--- config.mk ---
export PLATFORM = sky130hd
export DESIGN_NAME = bp_cacc_coh_req_arbiter
export DESIGN_NICKNAME = d
export VERILOG_FILES = /design/src/rtl/bp_cacc_coh_req_arbiter.sv
export SDC_FILE = /design/constraint.sdc
export NUM_CORES = 1
export LEC_CHECK = 0
export BUFFER_PORTS_ARGS = -buffer_cell sky130_fd_sc_hd__buf_2
export CAP_MARGIN = 30
export CORE_AREA = 4 4 101 103
export CTS_BUF_LIST = sky130_fd_sc_hd__clkbuf_8
export CTS_CLUSTER_SIZE = 25
export DETAILED_ROUTE_END_ITERATION = 12
export DIE_AREA = 0 0 105 107
export PLACE_DENSITY = 0.67
export SETUP_SLACK_MARGIN = 0.02
export SYNTH_ARGS = -nofsm -noshare
export SYNTH_HDL_FRONTEND = slang
export SYNTH_SLANG_ARGS = --single-unit
--- constraint.sdc ---
create_clock -name clk_i -period 7.8 [get_ports clk_i]
set_clock_uncertainty 0.2 [all_clocks]
set_input_delay 1.56 -clock clk_i [delete_from_list [all_inputs] [get_ports clk_i]]
set_output_delay 1.56 -clock clk_i [all_outputs]
set_load 0.1 [all_outputs]
--- src/rtl/bp_cacc_coh_req_arbiter.sv ---
// Round-robin wormhole arbiter that merges tile-side coherence requesters onto one NoC link.
// A header with a non-zero length field locks the link to its requester until the last body flit.
module bp_cacc_coh_req_arbiter #(
  parameter int flit_width_p = 64,
  parameter int len_width_p  = 4,
  parameter int len_offset_p = 0,
  parameter int num_req_p    = 3
) (
  input  logic                                   clk_i,
  input  logic                                   reset_i,
  input  logic [num_req_p-1:0][flit_width_p-1:0] req_data_i,
  input  logic [num_req_p-1:0]                   req_v_i,
  output logic [num_req_p-1:0]                   req_ready_and_o,
  output logic [flit_width_p-1:0]                link_data_o,
  output logic                                   link_v_o,
  input  logic                                   link_ready_and_i,
  output logic [num_req_p-1:0]                   grant_o,
  output logic                                   locked_o
);

  localparam int idx_width_lp = $clog2(num_req_p);

  typedef enum logic {
    e_idle,
    e_burst
  } state_e;

  state_e                  state_r;
  logic [idx_width_lp-1:0] rr_r;
  logic [idx_width_lp-1:0] lock_idx_r;
  logic [len_width_p-1:0]  cnt_r;

  logic [idx_width_lp-1:0] idle_sel;
  logic [idx_width_lp-1:0] cand_idx;
  logic [idx_width_lp-1:0] sel_idx;
  logic [num_req_p-1:0]    sel_onehot;
  logic [len_width_p-1:0]  hdr_len;
  logic                    any_v;
  logic                    have_sel;
  logic                    link_hs;
  int                      cand;

  function automatic logic [idx_width_lp-1:0] next_idx(input logic [idx_width_lp-1:0] i);
    return (i == idx_width_lp'(num_req_p - 1)) ? '0 : i + 1'b1;
  endfunction

  // Scan from the farthest offset back toward rr_r so the closest valid requester wins.
  always_comb begin
    idle_sel = rr_r;
    cand     = 0;
    cand_idx = '0;
    for (int i = num_req_p - 1; i >= 0; i--) begin
      cand = int'(rr_r) + i;
      if (cand >= num_req_p) cand = cand - num_req_p;
      cand_idx = idx_width_lp'(cand);
      if (req_v_i[cand_idx]) idle_sel = cand_idx;
    end
  end

  always_comb begin
    any_v           = |req_v_i;
    sel_idx         = (state_r == e_burst) ? lock_idx_r : idle_sel;
    have_sel        = (state_r == e_burst) || any_v;
    sel_onehot      = have_sel ? (num_req_p'(1) << sel_idx) : '0;
    link_v_o        = have_sel && req_v_i[sel_idx];
    link_data_o     = req_data_i[sel_idx];
    req_ready_and_o = link_ready_and_i ? sel_onehot : '0;
    grant_o         = sel_onehot;
    locked_o        = (state_r == e_burst);
    link_hs         = link_v_o && link_ready_and_i;
    hdr_len         = link_data_o[len_offset_p +: len_width_p];
  end

  // cnt_r holds body flits still owed; the handshake that sees 1 is the tail.
  always_ff @(posedge clk_i) begin
    if (reset_i) begin
      state_r    <= e_idle;
      rr_r       <= '0;
      cnt_r      <= '0;
      lock_idx_r <= '0;
    end else begin
      case (state_r)
        e_idle: begin
          if (link_hs) begin
            if (hdr_len == '0) begin
              rr_r <= next_idx(idle_sel);
            end else begin
              state_r    <= e_burst;
              lock_idx_r <= idle_sel;
              cnt_r      <= hdr_len;
            end
          end
        end
        e_burst: begin
          if (link_hs) begin
            cnt_r <= cnt_r - 1'b1;
            if (cnt_r == len_width_p'(1)) begin
              state_r <= e_idle;
              rr_r    <= next_idx(lock_idx_r);
            end
          end
        end
      endcase
    end
  end

endmodule

-- Word-level counts from Yosys, hierarchy flattened
Index checks and enable logic that the tools add are counted.
- mux-type cells: 35
- shift operators: 1
- magnitude comparators: 7
- add/subtract/negate cells: 8
- reductions and logical operators: 8
- bitwise gates (word level): 2
- eq/ne operators: 8
- operators by type and width (operator ; count):
    $bmux 64 s2 ; 1
    $mux 64 ; 1
    $mux 2 ; 13
    $lt 2x3->1 const B ; 4
    $mux 4 ; 3
    $bmux 1 s2 ; 4
    $mux 1 ; 8
    $pmux 4 s2 ; 1
    $ge 3x2->1 const B ; 2
    $mux 3 ; 2
    $ne 2x2->1 const B ; 3
    $reduce_and 3->1 ; 2
    $sub 2x2->2 const B ; 3
    $add 2x1->2 const B ; 2
    $eq 2x2->1 const B ; 2
    $eq 4x1->1 const B ; 1
    $logic_not 4->1 ; 1
    $ne 2x1->1 const B ; 2
    $pmux 2 s2 ; 1
    $reduce_and 4->1 ; 1
    $sub 4x1->4 const B ; 1
    $add 2x1->3 const B ; 1
    $add 2x2->3 const B ; 1
    $reduce_or 3->1 ; 1
    other kinds (6) ; 8
- output and inout port bits: 72
- bits of input ports: 198
- word-level logic and storage cells: 73
- flip-flop bits (word level): 9

-- Logic depth before layout (Yosys ltp)
Gate-level depths: netlist of the first run.
- depth in word-level cells: 15
- mapped depth: 13

-- Worst setup path after synthesis of the first run
OpenSTA, ideal clock, no wires.
- kind: input to output
- start: in req_v_i[1]
- end: out req_ready_and_o[2]
- data arrival time: 6.140 ns
- path slack: -0.100 ns
- stages on the path: 9
- buffers on the path: 2
- data required time: 6.040 ns
- cells stage by stage: buf_2 > mux2i_1 > o221ai_2 > and2_4 > a32oi_4 > o22ai_1 > clkbuf_1 > a21boi_0 > and2_1
- cells in the longest elaborated chain, start to end: 9
- RTL lines (item ; RTL line ; text):
    from (decl) ; 12 ; input logic [num_req_p-1:0] req_v_i,
    $bmux 1 s2 ; 56 ; if (req_v_i[cand_idx]) idle_sel = cand_idx;
    $mux 1 (implied by the code) ; 56 ;
    $mux 2 (3 in a row) ; 56 ;
    $mux 2 ; 62 ; sel_idx = (state_r == e_burst) ? lock_idx_r : idle_sel;
    $shl 1x2->3 ; 64 ; sel_onehot = have_sel ? (num_req_p'(1) << sel_idx) : '0;
    $mux 3 * ; 64 ;
    named net grant_o[2] ; 17 ; output logic [num_req_p-1:0] grant_o,
    $mux 3 * ; 67 ; req_ready_and_o = link_ready_and_i ? sel_onehot : '0;
    to (decl) ; 13 ; output logic [num_req_p-1:0] req_ready_and_o,
Mark *: on every way through the listed nets, which the timed path passes. The rest lies on a longest branch. The select of a mux whose other input is x is not followed.

-- Worst setup path in the final report of the first run
- start: in req_v_i[2]
- end: out link_data_o[57]
- cells in the longest elaborated chain, start to end: 8
- RTL lines (item ; RTL line ; text):
    $bmux 1 s2 ; 56 ;
    $mux 1 (implied by the code) ; 56 ;
    $mux 2 (2 in a row) ; 56 ;
    $mux 2 * ; 56 ;
    $mux 2 * ; 62 ;
    $bmux 64 s2 * ; 66 ; link_data_o = req_data_i[sel_idx];
    $mux 64 (implied by the code) * ; 66 ;
    to (decl) ; 14 ; output logic [flit_width_p-1:0] link_data_o,
Mark *: on every way between the ends. The rest lies on a longest branch, timed or not. The select of a mux whose other input is x is not followed.

==> results of run 1 <==
-- layout make-up --
| type | count | area share [%] |
|---|---|---|
| Antenna cell | 3 | 0.188 |
| Clock buffer | 3 | 1.03 |
| Clock inverter | 1 | 0.125 |
| Inverter | 12 | 1.13 |
| Multi-Input combinational cell | 308 | 53.7 |
| Sequential cell | 9 | 4.51 |
| Tap cell | 111 | 3.48 |
| Timing Repair Buffer | 276 | 35.8 |
-- worst min-delay path, delay by kind of cell (launching register included) --
family	cells	cell delay [ns]
AO/OA/AOI/OAI	1	0.08
flip-flops	1	0.31
AND/OR/NAND/NOR	1	0.06
-- metal layers --
metal / GRT usage (%) / vias to the layer above
li1: - / 1815
met5: 0 / -
met3: 10.3 / 40
met1: 28.7 / 1666
met2: 33.5 / 196
met4: 5.44 / 22
-- placed cells by master (no fill, tap or decap), drive strengths merged, types with 3 or more instances in the layout --
cell type	n
nor3	4
nand3	4
inv	12
o32ai	3
nand2	77
ha	5
mux2i	68
and2	4
a21oi	7
clkbuf	3
dfxtp	9
nor2b	4
nor4	4
buf	276
nor2	8
or2	3
o21ai	75
a211oi	3
diode	3
-- power breakdown --
group | total (µW) | internal (µW) | leakage (µW) | switching (µW)
clock network | 57.7 | 35.1 | 0.0000255 | 22.5
registers | 76.1 | 55.6 | 0.0000732 | 20.5
logic | 2060 | 400 | 0.00211 | 1660
-- sequential cells by signal (all words and copies together) (netlist names) --
signal,count
lock_idx_r,2
rr_r,2
cnt_r,4
locked_o,1
-- stage by stage --
step / total power [µW] / utilization, %
2_1_floorplan: 1800 / -
3_3_place_gp: 2110 / 42.4
3_5_place_dp: 2140 / 42.9
4_1_cts: 2200 / 43.4
5_1_grt: 2280 / 43.4
6_report: 2200 / 43.5
-- logic make-up (layout without fill, tap and decap cells) --
kind of cell | count (synthesis) | count (layout) | synth area share (%)
muxes | 68 | 68 | 27.8
other | 0 | 3 | 0
adders and majority gates | 5 | 5 | 2.50
and+or+nand+nor | 120 | 120 | 22.5
buffers and inverters | 42 | 292 | 7.79
DFF | 9 | 9 | 7.19
AOI/OAI and AO/OA | 115 | 115 | 32.3
-- how the worst max path moves through the flow --
stage,cells after the start,slack (ns),to
2_1_floorplan,7,0.10,req_ready_and_o[1]
3_3_place_gp,9,1.67,link_data_o[25]
3_5_place_dp,10,1.97,link_data_o[57]
4_1_cts,10,1.97,link_data_o[57]
5_1_grt,10,1.78,link_data_o[10]
6_report,10,1.96,link_data_o[57]
==> results.py, run 1 <==
metrics = {
    "outcome": {
        "status": "finished, final reports clean",
    },
    "floorplan": {
        "die_h_um": 107,
        "coreArea_mm2": 0.00920,
        "floorplan.die_area_mm2": 0.0112,
        "row_count": 35,
        "ioPinCount": 270,
        "initial_core_util_pct": 27.3,
        "dieWidth_um": 105,
    },
    "yosys": {
        "synth.distinct_cells": 60,
        "yosysWarnings": 0,
        "syn_nets": 562,
        "ys_seq_area_share_pct": 7.19,
        "synth_common_cells": "nand2_1 (77), o21ai_0 (68), mux2i_1 (66), clkbuf_1 (16), inv_1 (11)",
        "synthCells": 359,
        "synth_flop_cell": "dfxtp_1",
        "synth.area.top_cells": "mux2i_1 (26%), o21ai_0 (14%), nand2_1 (12%), dfxtp_1 (7.2%), ha_1 (2.5%)",
        "async_flop_share_pct": 0,
        "synth_edf_count": 0,
        "avgSynthCellArea_um2": 6.98,
        "ys_seq_elements": 9,
        "syn_area_mm2": 0.00251,
        "synth.most_common_cell": "nand2_1",
        "synth_top_area_cell": "mux2i_1",
        "synth_top_area_share_pct": 26.4,
    },
    "setup_path": {
        "endpoint_kind": "primary output",
        "r2r_end": "rr_r[1]$_SDFFE_PP0P_",
        "cp-startpoint": "req_v_i[2]",
        "cp_num_buf_inv": 4,
        "slowest_delay_ns": 0.47,
        "crit-reg2reg-launch": "rr_r[0]$_SDFFE_PP0P_",
        "cp_cell_sequence": "buf_2, and3b_1, o21ai_1, a311oi_4, nor2_4, buf_16, buf_4, mux2i_1, o21ai_0, buf_2",
        "path_common_cell": "buf_2",
        "cp.required_ns": 6.04,
        "critPathArrivalTime_ns": 4.08,
        "rr_worst_depth": 12,
        "critPathKind": "input pin to primary output",
        "ff2ff_setup_slack_ns": 3.88,
        "critPathLaunchType": "input pin",
        "cp_max_fo": 19,
        "critPathSlowestCell": "buf_2",
        "critPathTopFamily": "buffers and inverters",
    },
    "min_path": {
        "min_to": "cnt_r[1]$_SDFFE_PP0P_",
        "worstHoldPathType": "flop to flop",
        "hp-start": "cnt_r[1]$_SDFFE_PP0P_",
        "hold_path_depth": 2,
    },
    "route": {
        "via_count": 3739,
        "maxUsedRoutingLayer": "met5",
        "post_drt_wl_per_cell_um": 19.1,
        "route.met2.wl_um": 6040,
        "dr.pass1.iters": 5,
        "drt_iter0_drc": 286,
        "drtAntennaViolNets": 0,
        "vias_per_cell": 5.17,
        "wl_um": 13800,
        "wl_met3_um": 1730,
        "met1Wirelength_um": 5650,
        "drcViolationCount": 0,
    },
    "global_routing": {
        "grt_pass1_wl_um": 19700,
        "grt_antenna_before_repair": 14,
        "grt_pass1_vias": 3448,
        "grt-ovfl-total": 0,
        "grt_max_degree": 49,
        "grt_usage_pct": 22.2,
    },
    "placement": {
        "dp_cells": 716,
        "preCtsSetupSlack_ns": 1.97,
        "port_buffers": 269,
        "dp_hpwl_um": 12000,
        "placed_cell_area_mm2": 0.00394,
        "gp_congestion": 0.945,
    },
    "cts": {
        "post_cts_buffers": 0,
        "ctsRootBufferMaster": "clkbuf_8",
        "cts_tree": "yes",
        "cts_inserted_buffers": 3,
        "cts_max_path_buffers": 2,
        "clk_latency_ns": 0.25,
        "clock_sinks": 9,
        "cts_resized": 0,
        "clk_pin_slew_ns": 0.04,
        "hold_buffers": 0,
        "cts_max_level": 1,
    },
    "power_and_ir_drop": {
        "power.density_mw_per_mm2": 550,
        "worst_ir_drop_vdd_v": 0.000238,
        "leakage_uw": 0.00221,
    },
    "job": {
        "maxCapViolations": 0,
    },
    "sta": {
        "report.final.slew_viol_count": 0,
        "fmax_mhz": 171,
        "worst_slack_ns": 1.96,
        "max_slew_margin_pct": 35.9,
        "hold_viol_final": 0,
        "fin_crit_ns": 5.84,
        "fin_crit_sh_pct": 74.9,
        "rsz0062_at_grt": "no",
        "fin_tns_setup_ns": 0,
        "worst_pin_slew_ns": 0.960,
        "setup_viol": 0,
        "fin_hold_ws_ns": 0.308,
    },
    "final_layout": {
        "finalInstanceArea_mm2": 0.00400,
        "drive_gt1_share_pct": 49.6,
        "nets": 813,
        "synthToLayoutAreaGrowth_pct": 59.5,
        "fill_cells": 972,
        "seq_area_um2": 180,
        "multi_input_area_mm2": 0.00215,
        "fin_cells": 723,
    },
}
(Power assumes the default switching activity.)
==> run 2: changes to the inputs <==
--- a/config.mk
+++ b/config.mk
@@ -5,14 +5,15 @@
 export SDC_FILE = /design/constraint.sdc
 export NUM_CORES = 1
 export LEC_CHECK = 0
+export ABC_AREA = 1
 export BUFFER_PORTS_ARGS = -buffer_cell sky130_fd_sc_hd__buf_2
 export CAP_MARGIN = 30
-export CORE_AREA = 4 4 101 103
+export CORE_AREA = 4 4 103 105
 export CTS_BUF_LIST = sky130_fd_sc_hd__clkbuf_8
 export CTS_CLUSTER_SIZE = 25
 export DETAILED_ROUTE_END_ITERATION = 12
-export DIE_AREA = 0 0 105 107
-export PLACE_DENSITY = 0.67
+export DIE_AREA = 0 0 107 109
+export PLACE_DENSITY = 0.66
 export SETUP_SLACK_MARGIN = 0.02
 export SYNTH_ARGS = -nofsm -noshare
 export SYNTH_HDL_FRONTEND = slang
==> constraint.sdc (replaced) <==
create_clock -name clk_i -period 4.9 [get_ports clk_i]
set_clock_uncertainty 0.2 [all_clocks]
set_input_delay 0.98 -clock clk_i [delete_from_list [all_inputs] [get_ports clk_i]]
set_output_delay 0.98 -clock clk_i [all_outputs]
set_load 0.1 [all_outputs]
==> results.py, run 2 <==
metrics = {
    "global_routing": {
        "top_usage_layer": "met2",
        "grtUsageMet1_pct": 27.4,
        "grt_pass1_wl_um": 19900,
        "gr-usage-met2_pct": 35.9,
        "grt_antenna_before_repair": 0,
        "met3_usage_pct": 6.22,
        "grt-ovfl-total": 0,
        "grt_max_degree": 66,
        "grt_usage_pct": 21.1,
        "grt_pass1_vias": 3795,
    },
    "sta": {
        "hold_viol_final": 0,
        "max_slew_margin_pct": 59.1,
        "report.final.slew_viol_count": 0,
        "worst_pin_slew_ns": 0.612,
        "fin_tns_setup_ns": 0,
        "fmax_mhz": 232,
        "fin_crit_sh_pct": 88.1,
        "fin_hold_ws_ns": 0.314,
        "fin_crit_ns": 4.31,
        "rsz0062_at_grt": "no",
        "setup_viol": 0,
    },
    "final_layout": {
        "antenna_cells": 0,
        "largest_registers": "cnt_r (4), lock_idx_r (2), rr_r (2)",
        "synthToLayoutAreaGrowth_pct": 106,
        "fill_cells": 1008,
        "regMostFlops": "cnt_r",
        "multi_input_area_mm2": 0.00194,
        "fin_util_pct": 51.1,
        "final_common_cell": "buf_2",
        "largest_register_ffs": 4,
        "most-common-layout-cells": "buf_2 (198), nand3_1 (84), nor2_1 (78)",
        "nets": 906,
        "drive_gt1_share_pct": 44.6,
        "seq_area_um2": 180,
    },
    "yosys": {
        "synth.area.top_cells": "o21ai_0 (23%), nand3_1 (18%), nor2_1 (12%), dfxtp_1 (7.5%), nand2_1 (6.6%)",
        "avgSynthCellArea_um2": 5.22,
        "syn_nets": 661,
        "synth_edf_count": 0,
        "synth_top_area_share_pct": 23.0,
        "synthCells": 458,
        "ys_seq_elements": 9,
        "async_flop_share_pct": 0,
        "synth_top_area_cell": "o21ai_0",
        "ys_seq_area_share_pct": 7.54,
        "yosysWarnings": 0,
        "synth.distinct_cells": 30,
        "synth_common_cells": "o21ai_0 (110), nand3_1 (84), nor2_1 (78), nand2_1 (42), clkbuf_1 (25)",
        "synth_flop_cell": "dfxtp_1",
        "synth.most_common_cell": "o21ai_0",
        "syn_area_mm2": 0.00239,
    },
    "cts": {
        "cts_max_level": 1,
        "clk_pin_slew_ns": 0.05,
        "post_cts_buffers": 0,
        "cts_resized": 0,
        "cts_inserted_buffers": 3,
        "cts_max_path_buffers": 2,
        "ctsRootBufferMaster": "clkbuf_8",
        "clock_sinks": 9,
        "hold_buffers": 0,
        "cts_tree": "yes",
        "clk_latency_ns": 0.23,
    },
    "setup_path": {
        "slowest_delay_ns": 0.53,
        "cp_num_buf_inv": 4,
        "endpoint_kind": "primary output",
        "critPathTopFamily": "buffers and inverters",
        "cp_cell_sequence": "buf_2, inv_2, nand2_1, nand3_2, nand2_1, nand2_1, nand2_1, nand2_1, nand2_2, nand2_2, o21ai_4, buf_4, o21ai_0, o21ai_1, buf_12",
        "critPathLaunchType": "input pin",
        "critPathArrivalTime_ns": 3.13,
        "path_common_cell": "nand2_1",
        "cp_max_fo": 65,
        "cp.required_ns": 3.72,
        "critPathKind": "input pin to primary output",
        "critPathSlowestCell": "buf_4",
    },
    "placement": {
        "port_buffers": 269,
        "gp_congestion": 0.975,
        "dp_hpwl_um": 10600,
    },
    "route": {
        "drtAntennaViolNets": 0,
        "via_count": 4182,
        "wl_um": 13200,
        "drt_iter0_drc": 204,
        "dr.pass1.iters": 5,
        "vias_per_cell": 5.01,
        "post_drt_wl_per_cell_um": 15.8,
        "drcViolationCount": 0,
    },
    "floorplan": {
        "ioPinCount": 270,
        "floorplan.die_area_mm2": 0.0117,
        "coreArea_mm2": 0.00964,
        "die_h_um": 109,
        "dieWidth_um": 107,
        "row_count": 36,
        "initial_core_util_pct": 24.8,
    },
    "job": {
        "maxCapViolations": 0,
    },
    "min_path": {
        "worstHoldPathType": "flop to flop",
    },
    "outcome": {
        "status": "finished, final reports clean",
    },
}
-- run 2: path summary, 6_finish.rpt --
| check | from | to | slack [ns] | depth (start not counted) |
|---|---|---|---|---|
| min reg2reg | cnt_r[2]$_SDFFE_PP0P_ | cnt_r[2]$_SDFFE_PP0P_ | 0.31 | 2 |
| max reg2reg | rr_r[0]$_SDFFE_PP0P_ | cnt_r[3]$_SDFFE_PP0P_ | 1.39 | 21 |
| min | cnt_r[2]$_SDFFE_PP0P_ | cnt_r[2]$_SDFFE_PP0P_ | 0.31 | 2 |
| max | req_v_i[0] | link_data_o[23] | 0.59 | 15 |
-- run 2: area by class of cell --
class	count	share of cell area [%]
Timing Repair Buffer	276	50.3
Multi-Input combinational cell	382	39.3
Sequential cell	9	3.66
Tap cell	133	3.38
Inverter	31	2.36
Clock buffer	3	0.839
Clock inverter	1	0.0763
-- run 2: worst register-to-register path, stage by stage (launching register included) --
cell and delay (ns):
dfxtp_1 0.38, inv_1 0.11, ha_1 0.35, inv_2 0.12
nand2_1 0.06, nand3_1 0.08, nand2_1 0.07, inv_1 0.07
nand2_1 0.05, nand2_1 0.05, nand2_1 0.06, nand2_2 0.08
nand2_4 0.08, nand2_4 0.23, buf_4 0.49, nand2_1 0.10
nand3_1 0.10, nand2_1 0.17, nor2_4 0.21, nand3_4 0.14
a21oi_1 0.17, nor2_1 0.06
-- run 2: per-layer routing --
layer | vias to the layer above | routed length [µm] | part of all wire, %
li1 | 2058 | - | -
met1 | 1890 | 5340 | 40
met2 | 213 | 6280 | 48
met3 | 21 | 1380 | 10
met4 | 0 | 223 | 1.7
met5 | - | 0 | 0
-- run 2: cell families (layout without fill, tap and decap cells) --
kind of cell / after synthesis / count (layout) / share of synthesized area [%]
adders and majority gates: 5 / 5 / 2.62
buffers and inverters: 67 / 311 / 12.0
and+or+nand+nor: 234 / 234 / 47.3
AOI/OAI and AO/OA: 143 / 143 / 30.6
DFF: 9 / 9 / 7.54
-- run 2: through the flow --
step	area, µm²	instances	worst slack [ns]
2_1_floorplan	2400	458	-0.428
3_3_place_gp	4880	831	0.630
3_5_place_dp	4880	831	0.597
4_1_cts	4920	835	0.583
5_1_grt	4920	835	0.261
6_report	4920	835	0.585
Power of run 2 is left out: the tool's default activity adds up to more than one toggle a clock period on the data nets, which glitch-free logic cannot reach.
==> run 3: changes to the inputs <==
--- a/config.mk
+++ b/config.mk
@@ -8,12 +8,12 @@
 export ABC_AREA = 1
 export BUFFER_PORTS_ARGS = -buffer_cell sky130_fd_sc_hd__buf_2
 export CAP_MARGIN = 30
-export CORE_AREA = 4 4 103 105
+export CORE_MARGIN = 10
+export CORE_UTILIZATION = 32
 export CTS_BUF_LIST = sky130_fd_sc_hd__clkbuf_8
 export CTS_CLUSTER_SIZE = 25
 export DETAILED_ROUTE_END_ITERATION = 12
-export DIE_AREA = 0 0 107 109
-export PLACE_DENSITY = 0.66
+export PLACE_DENSITY = 0.82
 export SETUP_SLACK_MARGIN = 0.02
 export SYNTH_ARGS = -nofsm -noshare
 export SYNTH_HDL_FRONTEND = slang
==> results.py, run 3 (same netlist as run 2, synthesis figures left out) <==
metrics = {
    "outcome": {
        "status": "finished, final reports clean",
    },
    "floorplan": {
        "row_count": 31,
        "floorplan.die_area_mm2": 0.0113,
        "ioPinCount": 270,
        "initial_core_util_pct": 33.0,
        "dieWidth_um": 106,
        "die_h_um": 106,
        "coreArea_mm2": 0.00725,
    },
    "min_path": {
        "worstHoldPathType": "flop to flop",
        "hp-start": "rr_r[0]$_SDFFE_PP0P_",
        "min_to": "rr_r[0]$_SDFFE_PP0P_",
        "hold_path_depth": 2,
    },
    "setup_path": {
        "critPathKind": "input pin to primary output",
        "cp.required_ns": 3.72,
        "cp_cell_sequence": "buf_2, inv_2, nand2_1, nand3_1, nand2_1, inv_1, o211ai_1, nand3_1, nand3_1, nand2_2, buf_4, nand3_1, o21ai_1, buf_12",
        "rr_worst_depth": 21,
        "critPathArrivalTime_ns": 3.26,
        "r2r_end": "cnt_r[0]$_SDFFE_PP0P_",
        "critPathTopFamily": "simple AND/OR/NAND/NOR gates",
        "cp_max_fo": 29,
        "critPathSlowestCell": "nand2_2",
        "crit-reg2reg-launch": "rr_r[0]$_SDFFE_PP0P_",
        "ff2ff_setup_slack_ns": 1.37,
        "endpoint_kind": "primary output",
        "slowest_delay_ns": 0.48,
        "cp_num_buf_inv": 5,
        "critPathLaunchType": "input pin",
        "path_common_cell": "nand3_1",
    },
    "final_layout": {
        "multi_input_area_mm2": 0.00194,
        "most-common-layout-cells": "buf_2 (198), nand3_1 (84), nor2_1 (78)",
        "fill_cells": 621,
        "drive_gt1_share_pct": 44.6,
        "regMostFlops": "cnt_r",
        "final_common_cell": "buf_2",
        "largest_registers": "cnt_r (4), lock_idx_r (2), rr_r (2)",
        "seq_area_um2": 180,
        "largest_register_ffs": 4,
        "synthToLayoutAreaGrowth_pct": 104,
        "nets": 906,
    },
    "cts": {
        "cts_tree": "yes",
        "cts_resized": 0,
        "post_cts_buffers": 0,
        "cts_max_path_buffers": 2,
        "ctsRootBufferMaster": "clkbuf_8",
        "cts_inserted_buffers": 3,
        "clk_pin_slew_ns": 0.05,
        "clock_sinks": 9,
        "hold_buffers": 0,
        "clk_latency_ns": 0.24,
        "cts_max_level": 1,
    },
    "sta": {
        "report.final.slew_viol_count": 0,
        "fin_crit_sh_pct": 90.5,
        "fin_crit_ns": 4.44,
        "worst_pin_slew_ns": 0.729,
        "setup_viol": 0,
        "rsz0062_at_grt": "no",
        "fmax_mhz": 225,
        "hold_viol_final": 0,
        "fin_tns_setup_ns": 0,
        "max_slew_margin_pct": 50.9,
    },
    "global_routing": {
        "grt-ovfl-total": 0,
        "grt_pass1_wl_um": 24300,
        "grt_max_degree": 66,
        "grt_antenna_before_repair": 3,
        "grt_pass1_vias": 4329,
        "grt_usage_pct": 26.1,
    },
    "route": {
        "wl_met3_um": 1770,
        "wl_um": 15800,
        "dr.pass1.iters": 5,
        "via_count": 4366,
        "post_drt_wl_per_cell_um": 19.7,
        "met1Wirelength_um": 5780,
        "route.met2.wl_um": 7890,
        "drtAntennaViolNets": 0,
        "drcViolationCount": 0,
        "maxUsedRoutingLayer": "met5",
        "vias_per_cell": 5.44,
        "drt_iter0_drc": 323,
    },
    "job": {
        "maxCapViolations": 0,
    },
    "placement": {
        "gp_congestion": 1.02,
        "port_buffers": 269,
        "dp_hpwl_um": 13300,
    },
}
-- run 3: how the worst max path moves through the flow --
stage	start	to	cells past startpoint
2_1_floorplan	locked_o$_SDFF_PP0_	req_ready_and_o[0]	7
3_3_place_gp	req_v_i[1]	link_data_o[49]	14
3_5_place_dp	req_v_i[1]	link_data_o[49]	14
4_1_cts	req_v_i[1]	link_data_o[49]	14
5_1_grt	rr_r[0]$_SDFFE_PP0P_	link_data_o[49]	15
6_report	req_v_i[1]	link_data_o[49]	14
-- run 3: worst min-delay path: cells and delay by family (launching register included) --
family          cells  cell delay (ns)
simple gates        1             0.09
flops               1             0.36
compound gates      1             0.05
-- run 3: cell type report --
cell class | instances | share of cell area [%]
multi-input cells | 382 | 39.7
repair buffers | 276 | 50.7
flip-flops and latches | 9 | 3.69
well taps | 99 | 2.54
inverters | 31 | 2.38
clock buffers | 3 | 0.846
diodes | 1 | 0.0513
clock inverters | 1 | 0.0769
-- run 3: layer usage --
layer	vias up	global-route usage (%)
met1	1997	29.7
met3	35	9.12
met4	4	5.80
met2	274	45.8
li1	2056	-
met5	-	0
-- run 3: through the flow --
| stage | setup WS [ns] | instances | instance area, µm² | util, % | hold WS [ns] |
|---|---|---|---|---|---|
| finish | 0.463 | 802 | 4880 | 67.3 | 0.328 |
| floorplan | -0.428 | 458 | 2400 | - | 0.275 |
| detailed placement | 0.538 | 797 | 4830 | 66.7 | 0.317 |
| global route | 0.220 | 802 | 4880 | 67.3 | 0.345 |
| CTS | 0.520 | 801 | 4880 | 67.3 | 0.323 |
| global placement | 0.571 | 797 | 4830 | 66.7 | 0.293 |
Power of run 3 is left out for the same reason.
